===== src/rtl/jk_excite_driver.sv =====
// jk_excite_driver: drives the J/K inputs of an external W-bit JK flop bank
// so that the bank moves to a requested target word. Each attempt is one
// APPLY cycle followed by one CHECK cycle that compares the fed-back Q value
// against the target; a failed check re-applies up to MAX_RETRY times before
// reporting err. A clean check reports done.
module jk_excite_driver #(
    parameter int W         = 4,
    parameter int MAX_RETRY = 2
) (
    input  logic         clk,
    input  logic         rst_n,
    input  logic         tgt_valid,
    input  logic [W-1:0] tgt_data,
    input  logic         cfg_toggle,
    output logic         tgt_ready,
    input  logic [W-1:0] q_fb,
    output logic [W-1:0] j,
    output logic [W-1:0] k,
    output logic         busy,
    output logic         done,
    output logic         err
);

    // Counter must hold the value MAX_RETRY itself; keep at least one bit.
    localparam int RW = (MAX_RETRY < 1) ? 1 : $clog2(MAX_RETRY + 1);
    localparam logic [RW-1:0] RETRY_LIMIT = RW'(MAX_RETRY);
    localparam logic [RW-1:0] RETRY_ONE   = RW'(1);

    typedef enum logic [1:0] {
        IDLE  = 2'd0,
        APPLY = 2'd1,
        CHECK = 2'd2
    } state_t;

    state_t         state;
    logic [W-1:0]   target;
    logic           mode;
    logic [RW-1:0]  retry;

    // Excitation for one attempt, returned as {j, k}.
    // Toggle style drives j=k=1 on every bit that must flip; set/reset style
    // drives j to raise a bit and k to clear it, leaving matching bits alone.
    function automatic logic [2*W-1:0] excite(input logic [W-1:0] cur,
                                              input logic [W-1:0] tgt,
                                              input logic         tog);
        logic [W-1:0] diff;
        diff = cur ^ tgt;
        if (tog)
            return {diff, diff};
        else
            return {~cur & tgt, cur & ~tgt};
    endfunction

    assign tgt_ready = (state == IDLE);
    assign busy      = (state != IDLE);

    // Main controller: handshake, apply/check sequencing, retry bookkeeping.
    always_ff @(posedge clk or negedge rst_n) begin
        if (!rst_n) begin
            state  <= IDLE;
            target <= '0;
            mode   <= 1'b0;
            retry  <= '0;
            j      <= '0;
            k      <= '0;
            done   <= 1'b0;
            err    <= 1'b0;
        end else begin
            done <= 1'b0;
            err  <= 1'b0;
            case (state)
                IDLE: begin
                    if (tgt_valid) begin
                        target <= tgt_data;
                        mode   <= cfg_toggle;
                        retry  <= '0;
                        {j, k} <= excite(q_fb, tgt_data, cfg_toggle);
                        state  <= APPLY;
                    end
                end
                APPLY: begin
                    j     <= '0;
                    k     <= '0;
                    state <= CHECK;
                end
                CHECK: begin
                    if (q_fb == target) begin
                        done  <= 1'b1;
                        retry <= '0;
                        state <= IDLE;
                    end else if (retry < RETRY_LIMIT) begin
                        retry  <= retry + RETRY_ONE;
                        {j, k} <= excite(q_fb, target, mode);
                        state  <= APPLY;
                    end else begin
                        err   <= 1'b1;
                        retry <= '0;
                        state <= IDLE;
                    end
                end
                default: begin
                    j     <= '0;
                    k     <= '0;
                    retry <= '0;
                    state <= IDLE;
                end
            endcase
        end
    end

endmodule

===== config.mk =====
export PLATFORM = sky130hd
export DESIGN_NAME = jk_excite_driver
export DESIGN_NICKNAME = d
export VERILOG_FILES = /design/src/rtl/jk_excite_driver.sv
export SDC_FILE = /design/constraint.sdc
export NUM_CORES = 1
export LEC_CHECK = 0
export CORE_MARGIN = 5
export CORE_UTILIZATION = 47
export DETAILED_ROUTE_END_ITERATION = 10
export GPL_TIMING_DRIVEN = 0
export PLACE_DENSITY = 0.81
export SYNTH_ARGS = -nofsm -noshare
export SYNTH_HDL_FRONTEND = slang
export SYNTH_SLANG_ARGS = --single-unit

===== constraint.sdc =====
create_clock -name clk -period 1.61 [get_ports clk]
set_input_delay 0.322 -clock clk [delete_from_list [all_inputs] [get_ports clk]]
set_output_delay 0.322 -clock clk [all_outputs]
set_load 0.02 [all_outputs]

==> results.yml <==
logic_synthesis:
  ys_top_cells_by_area: "dfrtp_1 36%, ha_1 15%, nand2b_1 4.7%"
  synth.most_common_cell: "dfrtp_1"
  mappedNetlistNets: 160
  synth_seq_cells: 19
  mean_post_synth_cell_area_um2: 9.98
  ys_async_sr_fraction_pct: 100
  post-synth-top-area-cell: "dfrtp_1"
  area_share_of_the_largest_cell_type_after_synthesis_pct: 36.1
  yosysSeqAreaShare_pct: 36.1
  synth.distinct_cells: 39
  synthFlopType: "dfrtp_1"
  syn-cell-area_um2: 1320
  number_of_enable_flip_flop_cells_after_synthesis: 0
  synth_common_cells: "19 x dfrtp_1, 16 x ha_1, 16 x inv_1, 10 x nand2b_1, 8 x o21ai_0"
  ys_warn_count: 0
  post_synth_inst_count: 132
die:
  die_area_um2: 3960
  fp.dieW_um: 62.9
  floorplan.initialDensity_pct: 48.6
  std_cell_rows: 19
  num_io_pins: 24
  fp.dieH_um: 62.9
  coreArea_um2: 2710
power:
  static-leakage-power_nw: 0.892
  power-per-cell-area_nw_per_um2: 1810
  vdd_ir_drop_max_mv: 1.23
  power.total_mw: 3.26
global_route:
  globalRouteTotalUtil_pct: 17.5
  grt_antenna_before_repair: 0
  grt_max_degree: 20
  grt_use_met3_pct: 3.60
  grt.busiest_layer: "met2"
  grt.met2_usage_pct: 30.5
  first_pass_grt_wire_length_um: 5760
  grt.met1_usage_pct: 21.4
  grt_pass1_vias: 1237
  overflow_left_after_global_routing: 0
timing:
  finalHoldViolations: 0
  finalWorstPathRequiredPeriod_ps: 1590
  worst-slew-pin-transition_ps: 892
  post-route-worst-setup-slack_ps: 23.6
  finalCritPeriodShare_pct: 98.5
  timing.final.max_slew_violations: 0
  rsz0062_at_grt: "true"
  clock_skew_ps: 11.4
  setup_viol: 0
  fmaxAchievable_ghz: 0.630
  slew_headroom_pct: 40.3
  setup-tns-final_ps: 0
worst_setup_path:
  path_cells: "buf_6, buf_8, inv_6, nand2_4, inv_2, buf_6"
  setup_crit_path_kind: "reg2out"
  worstPathRequired_ps: 1290
  path_common_cell: "buf_6"
  cp.arrival_ps: 1260
  worstSetupStartpointType: "register"
  crit_fanout: 6
  cp_num_buf_inv: 5
  critical_path.max_stage_delay_ps: 390
  cp_slowest_cell: "dfrtp_1"
  timing.critical_path.max_delay_family: "buffers and inverters"
  worstSetupEndpointType: "primary output"
job:
  max-cap-violations: 0
cells_and_area:
  final_design_area_no_fill_um2: 1810
  multi_input_area_um2: 875
  area_growth_syn_to_layout_pct: 37.0
  n_fill_cell: 209
  layout.cells.non_filler: 195
  area.sequential_um2: 475
  post_route_cells_drive_above_1_share_pct: 24.4
  finalNetCount: 193
  antenna_cells: 0
clock_tree:
  clock_pin_transition_on_the_worst_setup_and_hold_timing_paths_ps: 120
  clock_tree.buffer_depth: 2
  h-tree-depth: 1
  clk_root_buffer_cell: "clkbuf_4"
  tritoncts: "done"
  worst_skew_pair_later_pin_latency_ps: 310
  cts-hold-fix-buffers: 0
  numCtsBuffers: 3
  tritoncts_num_sinks: 19
min_path:
  holdCritPathClass: "in2reg"
placement:
  gp_congestion: 0.837
  pre_cts_ws_ps: -680
  dp_cells: 185
  place.detailed.hpwl_um: 2250
  post_dp_cell_area_um2: 1580
  numPortBuffers: 22
run_status:
  run_status: "complete, no violations"
routing:
  wl_um: 3290
  detail_route.first_pass.iterations: 4
  postRouteAntennaNets: 0
  viasPerCell: 5.88
  dr_total_vias: 1147
  post-route-drc-count: 0
  drtIter0Drc: 26
  detail_route.wl_per_cell_um: 16.9
## cell families after synthesis
family                     count (synthesis)  synth area share, %
and+or+nand+nor                           39                 18.0
AOI/OAI and AO/OA                         34                 21.7
buffers and inverters                     22                 7.31
DFF                                       19                 36.1
adders and majority gates                 16                 15.2
muxes                                      2                 1.71
## metal layers
metal  vias to the layer above  wire [µm]
met4                         0         51
met3                         6        161
met5                         -          0
li1                        536          -
met2                        38       1690
met1                       567       1390
## state kept, by name, summed over array words and instances (netlist names)
name    cells
k           4
retry       2
state       2
target      4
j           4
err         1
done        1
mode        1
## through the flow
stage	hold WS, ps	util (%)
after CTS	378	63.4
final	400	66.6
after global placement	485	58.2
after floorplan	26.4	-
after detailed placement	482	58.2
after global routing	410	66.6
## layout by cell type (no fill, tap or decap), drive strengths merged, types with 2 or more instances in the layout
master / n
clkdlybuf4s50: 6
o2111ai: 2
clkbuf: 6
and3: 3
nand2b: 10
a211o: 3
mux2: 2
or2: 2
a31oi: 2
a32o: 4
nor2b: 7
a21oi: 2
ha: 16
a211oi: 3
o21ai: 8
nand3: 4
inv: 16
a2111oi: 2
nand2: 6
o41ai: 2
dfrtp: 19
dlygate4sd2: 10
dlymetal6s2s: 4
buf: 12
nor2: 2
## final cells by class
cell class | instances | area share [%]
tap | 31 | 2.15
timing repair buffer | 28 | 15.1
clock buffer | 4 | 1.46
inverter | 16 | 3.74
multi-input combinational | 91 | 48.4
buffer | 6 | 2.77
sequential | 19 | 26.3
## power breakdown
part	switching, mW	total, mW	internal (mW)
registers	0.160	0.833	0.673
logic	1.14	2.17	1.03
clock network	0.164	0.261	0.0968
total	1.47	3.26	1.79
## worst register-to-register path: cells and delay by family, from the launching register on
family / cells / cell delay [ps]
flops: 1 / 440
fa+ha+maj: 1 / 280
compound gates: 3 / 560
buf+inv: 1 / 150
## what timing repair did
action,4_1_cts,5_1_grt
gates resized for setup,47,12
setup endpoints to repair,18,10
buffers inserted,2,6
pin swaps,2,7
## worst paths after layout
| path | start | slack, ps | end | cells after the start |
|---|---|---|---|---|
| setup / recovery | state[1] | 20 | tgt_ready | 6 |
| hold / removal | cfg_toggle | 400 | mode | 2 |
| setup reg to reg | target[0] | 70 | j[3] | 5 |
| hold reg to reg | j[1] | 510 | j[1] | 1 |
| max in group asynchronous | rst_n | 560 | j[3] | 1 |
| min in group asynchronous | rst_n | 500 | err | 1 |
No activity file was read; power rests on OpenSTA's default activity.
